## src/rtl/sort_result_unloader.sv

```systemverilog
// sort_result_unloader: snapshots eight sorter result words on cap and
// streams them out lowest index first over valid/ready, with order check.
// Ports: clk, rst (async active-low), cap, A1..A8 (result words),
//   out_word/out_valid/out_ready/out_idx/out_last (stream),
//   busy, sorted_ok, order_err (last frame check), overrun (sticky).
module sort_result_unloader #(
  parameter int N         = 8,
  parameter int word_size = 4
) (
  input  logic                 clk,
  input  logic                 rst,
  input  logic                 cap,
  input  logic [word_size-1:0] A1,
  input  logic [word_size-1:0] A2,
  input  logic [word_size-1:0] A3,
  input  logic [word_size-1:0] A4,
  input  logic [word_size-1:0] A5,
  input  logic [word_size-1:0] A6,
  input  logic [word_size-1:0] A7,
  input  logic [word_size-1:0] A8,
  output logic [word_size-1:0] out_word,
  output logic                 out_valid,
  input  logic                 out_ready,
  output logic [2:0]           out_idx,
  output logic                 out_last,
  output logic                 busy,
  output logic                 sorted_ok,
  output logic [2:0]           order_err,
  output logic                 overrun
);

  typedef enum logic {
    S_idle,
    S_send
  } state_t;

  state_t state, state_nx;

  logic [2:0] idx, idx_nx;
  logic [word_size-1:0] wbuf [N];

  logic       is_last;
  logic       xfer;
  logic       fin;
  logic       acc;
  logic       rej;
  logic [2:0] err_cnt;

  assign is_last = (idx == 3'(N - 1));
  assign xfer    = out_valid && out_ready;
  assign fin     = xfer && is_last;
  // A capture may ride on the final transfer of the running frame.
  assign acc     = cap && ((state == S_idle) || fin);
  assign rej     = cap && (state == S_send) && !fin;

  assign err_cnt = 3'(A1 > A2) + 3'(A2 > A3)
                 + 3'(A3 > A4) + 3'(A4 > A5)
                 + 3'(A5 > A6) + 3'(A6 > A7)
                 + 3'(A7 > A8);

  always_comb begin
    state_nx = state;
    idx_nx   = idx;
    unique case (1'b1)
      acc: begin
        state_nx = S_send;
        idx_nx   = '0;
      end
      xfer && !is_last: begin
        idx_nx = idx + 3'd1;
      end
      fin && !cap: begin
        state_nx = S_idle;
        idx_nx   = '0;
      end
      default: begin
      end
    endcase
  end

  always_ff @(posedge clk or negedge rst) begin
    if (!rst) begin
      state     <= S_idle;
      idx       <= '0;
      order_err <= '0;
      sorted_ok <= 1'b0;
      overrun   <= 1'b0;
      for (int i = 0; i < N; i++) begin
        wbuf[i] <= '0;
      end
    end else begin
      state <= state_nx;
      idx   <= idx_nx;
      if (acc) begin
        wbuf[0]   <= A1;
        wbuf[1]   <= A2;
        wbuf[2]   <= A3;
        wbuf[3]   <= A4;
        wbuf[4]   <= A5;
        wbuf[5]   <= A6;
        wbuf[6]   <= A7;
        wbuf[7]   <= A8;
        order_err <= err_cnt;
        sorted_ok <= (err_cnt == 3'd0);
        overrun   <= 1'b0;
      end else if (rej) begin
        overrun <= 1'b1;
      end
    end
  end

  assign out_valid = (state == S_send);
  assign busy      = out_valid;
  assign out_idx   = idx;
  assign out_last  = out_valid && is_last;
  assign out_word  = out_valid ? wbuf[idx] : '0;

endmodule

```

## config.mk

```make
export PLATFORM = sky130hd
export DESIGN_NAME = sort_result_unloader
export DESIGN_NICKNAME = d
export VERILOG_FILES = /design/src/rtl/sort_result_unloader.sv
export SDC_FILE = /design/constraint.sdc
export NUM_CORES = 1
export LEC_CHECK = 0
export CAP_MARGIN = 20
export CORE_MARGIN = 3
export CORE_UTILIZATION = 50
export DETAILED_ROUTE_END_ITERATION = 8
export PLACE_DENSITY_LB_ADDON = 0.1
export SYNTH_ARGS = -nofsm -noshare
export SYNTH_HDL_FRONTEND = slang
export SYNTH_SLANG_ARGS = --single-unit
```

## constraint.sdc

```tcl
create_clock -name clk -period 2.1 [get_ports clk]
set_clock_uncertainty 0.2 [all_clocks]
set_input_delay 0.525 -clock clk [delete_from_list [all_inputs] [get_ports clk]]
set_output_delay 0.525 -clock clk [all_outputs]
set_load 0.03 [all_outputs]
```

==> impl_metrics.env, run 1 <==
export IMPL_outcome="complete, but fails checks"
export IMPL_failed_checks="negative setup slack"
export IMPL_pre_cts_ws_ns=-2.358
export IMPL_synth_avg_cell_area_sq_um=12.45
export IMPL_final_period_minus_worst_setup_slack_ns=3.719
export IMPL_crit_buf_inv=4
export IMPL_yosys_top_cells_area="dfrtp_1 (36%), mux2_4 (14%), ha_1 (13%)"
export IMPL_min_path_type="primary input to async pin"
export IMPL_p_int_uw=3326
export IMPL_antenna_found_initial=0
export IMPL_power_switching_uw=1740
export IMPL_wl_met1_um=3240
export IMPL_drive_above_1_share=0.5239
export IMPL_synth_area_leader_cell="dfrtp_1"
export IMPL_hpwl_um=5237
export IMPL_drc=0
export IMPL_finalMaxSlewViolations=0
export IMPL_clockBufferDepth=2
export IMPL_wirelength_um=7496
export IMPL_clk_pin_slew_ns=0.08
export IMPL_top_layer="met4"
export IMPL_synth_cell_types=31
export IMPL_avgViaCountPerCell=5.261
export IMPL_synth_seq_cells=41
export IMPL_synth_top_area_frac=0.3616
export IMPL_relSlewSlack=0.6348
export IMPL_synth_area_sq_mm=0.002838
export IMPL_hold_violations=0
export IMPL_tightest_slew_ns=0.5477
export IMPL_syn_inst=228
export IMPL_synth_warnings=0
export IMPL_dr_wl_met2_um=3688
export IMPL_grt_pass1_vias=2417
export IMPL_layout_commonest_cell="buf_4"
export IMPL_drtIter0Drc=158
export IMPL_grt_max_degree=42
export IMPL_crit_fanout=2
export IMPL_start_kind="primary input"
export IMPL_nNetsFinal=424
export IMPL_vias=2236
export IMPL_portBuffers=50
export IMPL_syn_nets=298
export IMPL_clkSinkCount=41
export IMPL_clkPwrFrac=0.155
export IMPL_critPathKind="primary input to flip-flop"
export IMPL_die_area_sq_mm=0.006615
export IMPL_grt_first_pass_wirelength_um=12040
export IMPL_cp_end_kind="flip-flop"
export IMPL_setup_violations=41
export IMPL_die_x_um=81.34
export IMPL_cts_buffers=5
export IMPL_drt_first_pass_iters=4
export IMPL_p_sw_frac=0.3435
export IMPL_vdd_ir_drop_max_mv=0.7272
export IMPL_initial_core_util=0.5352
export IMPL_leakage_uw=0.002254
export IMPL_ctsHoldBuffers=0
export IMPL_std_cell_rows=26
export IMPL_grt_usage=0.2478
export IMPL_ctsHtreeMaxLevel=2
export IMPL_syn_to_final_growth_pct=52.25
export IMPL_place_congestion=0.7994
export IMPL_dp_cells=406
export IMPL_ant_nets=0
export IMPL_clk_latency_ns=0.30
export IMPL_overflow=0
export IMPL_io_pins=51
export IMPL_fin_ws_ns=-1.619
export IMPL_grt_setup_unrepaired="yes"
export IMPL_arrival_ns=3.72
export IMPL_seq_power_share=0.293
export IMPL_cp_cell_sequence="dlygate4sd2_1 -> ha_1 -> nand4_1 -> o21ai_1 -> a21oi_1 -> fa_1 -> inv_2 -> fa_1 -> inv_2 -> fa_2 -> inv_2 -> fa_1 -> nand2_1 -> nor2_1 -> mux2_4"
export IMPL_final_util=0.8148
export IMPL_fin_cells=425
export IMPL_met3_length_um=410
export IMPL_ctsRootBufferMaster="clkbuf_8"
export IMPL_cp_slowest_cell="fa_1"
export IMPL_die_h_um=81.34
export IMPL_layout_common_cells="buf_4 (64), dfrtp_1 (39), mux2_4 (34), inv_1 (27), ha_1 (18)"
export IMPL_wl_per_cell_um=17.64
export IMPL_fin_setup_tns_ns=-12.15
export IMPL_maxCapViolCount=0
export IMPL_tritoncts="done"
export IMPL_power_density_mw_per_mm2=1173
export IMPL_n_antenna_cell=0
export IMPL_p_comb_frac=0.552
export IMPL_fmax_ghz=0.2689
export IMPL_slowest_delay_ns=0.55
export IMPL_crit_family="adder cells"
export IMPL_timing_final_crit_share=1.771
export IMPL_synth_seq_area_share=0.3616
export IMPL_core_area_sq_mm=0.005303
export IMPL_critPathRequiredTime_ns=2.10
-- state kept, by name (all words and copies together), names as in the netlist --
signal     count
order_err      3
busy           1
sorted_ok      1
wbuf          32
overrun        1
out_idx        3
-- metal layers --
| layer | track usage | vias up |
|---|---|---|
| met5 | 0 | - |
| met1 | 0.3152 | 1102 |
| met4 | 0.08277 | 0 |
| met2 | 0.4047 | 67 |
| met3 | 0.06984 | 15 |
| li1 | - | 1052 |
-- power by group through the flow --
stage	sequential (uW)	clock, uW	combinational, uW
6_report	1480	786	2800
4_1_cts	1470	789	2770
2_1_floorplan	1450	0	1480
5_1_grt	1520	835	3000
3_3_place_gp	1480	0	2370
3_5_place_dp	1500	0	2450
-- cell type report --
cell class                 instances  area (sq um)
multi-input combinational        143          1777
timing repair buffer             126          1136
sequential                        41          1028
fill                             312         982.2
inverter                          37         153.9
tap                               70         87.58
clock buffer                       5         68.82
clock inverter                     3         68.82
-- worst paths after layout --
path / startpoint / end / slack (ns) / cells past startpoint
max in group asynchronous: rst / out_idx[0] / 1.21 / 2
worst min-delay path: rst / wbuf[25] / 0.07 / 2
min in group clk: overrun / overrun / 0.28 / 1
worst max-delay path: A1[2] / sorted_ok / -1.62 / 15
worst min register to register: overrun / overrun / 0.28 / 1
worst max register to register: out_idx[1] / wbuf[12] / -0.23 / 10
-- per-stage QoR --
stage / power [uW] / hold WS [ns] / cell area [sq um]
after floorplan: 2929 / 0.02941 / 2877
after global placement: 3852 / 0.2660 / 3871
after detailed placement: 3945 / 0.2735 / 3871
after CTS: 5029 / 0.1009 / 4329
after global routing: 5350 / 0.1181 / 4320
final: 5066 / 0.07445 / 4320
-- kinds of logic (layout without fill, tap and decap cells) --
family / count (synthesis) / in the layout / synth area share
multiplexers: 48 / 48 / 0.2659
buffers and inverters: 44 / 171 / 0.07937
flip-flops: 41 / 41 / 0.3616
adder cells (fa/ha/maj): 34 / 34 / 0.1605
AND/OR/NAND/NOR: 32 / 32 / 0.06702
AO/OA/AOI/OAI: 29 / 29 / 0.06570
-- worst register-to-register path, delay by kind of cell, from the launching register on --
kind	cells	cell delay, ns
muxes	1	0.30
AOI/OAI and AO/OA	1	0.23
adders and majority gates	2	0.31
buffers and inverters	5	0.62
and+or+nand+nor	1	0.13
DFF	1	0.43
-- what timing repair did --
action                                  in CTS  in global routing
resized for setup                          103                 50
endpoints found under the setup margin      44                 46
pin swaps                                   20                 19
setup buffers                               12                  5
cloned                                       2                  0
-- Yosys cell counts --
| cell | n |
|---|---|
| dfrtp_1 | 41 |
| inv_1 | 37 |
| ha_1 | 30 |
| mux2_4 | 27 |
| a21oi_1 | 9 |
| mux4_1 | 8 |
| nor2_1 | 8 |
| mux2_2 | 7 |
| nor2b_1 | 7 |
| o21ai_0 | 7 |
| mux2i_1 | 6 |
| nand2_1 | 5 |
| fa_1 | 4 |
| nand4_1 | 4 |
| a21o_1 | 3 |
| and4_1 | 3 |
| buf_12 | 3 |
| o211ai_1 | 3 |
| o22ai_1 | 3 |
| clkbuf_1 | 2 |
| a21bo_4 | 1 |
| a2bb2oi_1 | 1 |
| and2_1 | 1 |
| buf_4 | 1 |
| buf_6 | 1 |
| nand2_8 | 1 |
| nor3_1 | 1 |
| nor3b_1 | 1 |
| o211a_1 | 1 |
| o21a_1 | 1 |
| or2b_1 | 1 |
No activity file was read; power rests on OpenSTA's default activity.
==> run 2: changes to the inputs <==
RECOVER_POWER = 25   (was not set)
==> run 2 against run 1 <==
The run still ends with negative setup slack left; clock power is essentially flat; fmax is the same; worst hold slack gained 0.20 ns; critical path depth is the same; first-iteration DRC count is the same; via count is the same; cell count is the same; register-to-register slack is essentially flat; routed wire length is the same; setup slack is the same; critical path type unchanged; critical endpoint unchanged.
==> impl_metrics.env, run 2 (synthesized netlist as in run 1, its figures left out) <==
export IMPL_cts_buffers=5
export IMPL_outcome="complete, but fails checks"
export IMPL_largest_reg_flops=32
export IMPL_critPathKind="primary input to flip-flop"
export IMPL_vias=2236
export IMPL_io_pins=51
export IMPL_grt_usage=0.2478
export IMPL_clockBufferDepth=2
export IMPL_setup_violations=41
export IMPL_fmax_ghz=0.2689
export IMPL_die_area_sq_mm=0.006615
export IMPL_nNetsFinal=424
export IMPL_drive_above_1_share=0.5239
export IMPL_cp_end_kind="flip-flop"
export IMPL_die_h_um=81.34
export IMPL_power_density_mw_per_mm2=1173
export IMPL_ctsRootBufferMaster="clkbuf_8"
export IMPL_ctsHtreeMaxLevel=2
export IMPL_grt_setup_unrepaired="yes"
export IMPL_relSlewSlack=0.2910
export IMPL_vdd_ir_drop_max_mv=0.7272
export IMPL_grt_pass1_vias=2417
export IMPL_finalMaxSlewViolations=0
export IMPL_dr_wl_met2_um=3688
export IMPL_top_layer="met4"
export IMPL_met3_length_um=410
export IMPL_tritoncts="done"
export IMPL_timing_final_crit_share=1.771
export IMPL_initial_core_util=0.5352
export IMPL_arrival_ns=3.72
export IMPL_ant_nets=0
export IMPL_layout_commonest_cell="buf_4"
export IMPL_clk_pin_slew_ns=0.08
export IMPL_leakage_uw=0.002253
export IMPL_wl_per_cell_um=17.64
export IMPL_failed_checks="negative setup slack"
export IMPL_min_path_type="primary input to async pin"
export IMPL_top_register="wbuf"
export IMPL_place_congestion=0.7994
export IMPL_maxCapViolCount=0
export IMPL_clkSinkCount=41
export IMPL_n_antenna_cell=0
export IMPL_final_period_minus_worst_setup_slack_ns=3.719
export IMPL_drtIter0Drc=158
export IMPL_antenna_found_initial=0
export IMPL_die_x_um=81.34
export IMPL_drc=0
export IMPL_timing_reg2reg_setup_slack_ns=-0.23
export IMPL_wirelength_um=7496
export IMPL_multi_input_area_sq_mm=0.001777
export IMPL_tightest_slew_ns=1.064
export IMPL_hold_violations=0
export IMPL_grt_first_pass_wirelength_um=12040
export IMPL_hold_ws_ns=0.2765
export IMPL_fill_cells=312
export IMPL_syn_to_final_growth_pct=52.16
export IMPL_std_cell_rows=26
export IMPL_avgViaCountPerCell=5.261
export IMPL_fin_ws_ns=-1.619
export IMPL_ctsHoldBuffers=0
export IMPL_layout_common_cells="buf_4 (63), dfrtp_1 (39), mux2_4 (34), inv_1 (27), ha_1 (18)"
export IMPL_hpwl_um=5237
export IMPL_core_area_sq_mm=0.005303
export IMPL_crit_fanout=2
export IMPL_overflow=0
export IMPL_drt_first_pass_iters=4
export IMPL_ff_latch_area_sq_mm=0.001028
export IMPL_start_kind="primary input"
export IMPL_clk_latency_ns=0.30
export IMPL_portBuffers=50
export IMPL_grt_max_degree=42
export IMPL_fin_setup_tns_ns=-12.15
export IMPL_final_util=0.8143
export IMPL_critPathRequiredTime_ns=2.10
export IMPL_wl_met1_um=3239
==> run 2: cell types whose count changed in the layout (fill, tap and decap cells not counted) <==
cell / previous run / this run
buf_4: 64 / 63
clkbuf_2: 9 / 10
==> run 2: cell type report <==
| class | count | share of cell area |
|---|---|---|
| multi-input cells | 143 | 0.4115 |
| repair buffers | 126 | 0.2625 |
| flip-flops and latches | 41 | 0.2382 |
| inverters | 37 | 0.03564 |
| well taps | 70 | 0.02028 |
| clock buffers | 5 | 0.01594 |
| clock inverters | 3 | 0.01594 |
==> run 2: metrics by stage <==
stage / setup WS (ns) / area, sq um / std cells / power, uW
finish: -1.619 / 4318 / 425 / 5065
global route: -1.690 / 4318 / 425 / 5349
global placement: -2.288 / 3871 / 406 / 3852
CTS: -1.730 / 4329 / 428 / 5029
detailed placement: -2.358 / 3871 / 406 / 3945
floorplan: -1.538 / 2877 / 228 / 2929
==> run 2: worst paths after layout <==
path                       depth (start not counted)        from    endpoint
min reg2reg                                        1     overrun     overrun
max                                               15       A1[2]   sorted_ok
min                                                2         rst    wbuf[25]
min in group clk                                   1     overrun     overrun
max reg2reg                                       10  out_idx[1]    wbuf[12]
max in group asynchronous                          2         rst  out_idx[0]
==> run 2: layer usage <==
layer	global-route usage	vias up
met5	0	-
met4	0.08277	0
met3	0.06984	15
met2	0.4047	67
met1	0.3152	1102
li1	-	1052
==> run 2: where the power goes <==
part	internal, uW	total (uW)	switching [uW]
clock network	479	786	308
registers	1160	1480	319
logic	1680	2800	1110
total	3330	5060	1740
==> run 2: timing repair <==
action                     in CTS  in global routing
setup endpoints to repair      44                 46
hold endpoints to repair        0                  0
resized for setup             103                 50
pin swaps                      20                 19
setup buffers                  12                  5
gates cloned                    2                  0
==> run 2: worst max-delay path, cell delays in order <==
cell	delay [ns]
dlygate4sd2_1	0.25
ha_1	0.30
nand4_1	0.11
o21ai_1	0.11
a21oi_1	0.08
fa_1	0.55
inv_2	0.05
fa_1	0.49
inv_2	0.04
fa_2	0.33
inv_2	0.07
fa_1	0.44
nand2_1	0.08
nor2_1	0.04
mux2_4	0.26
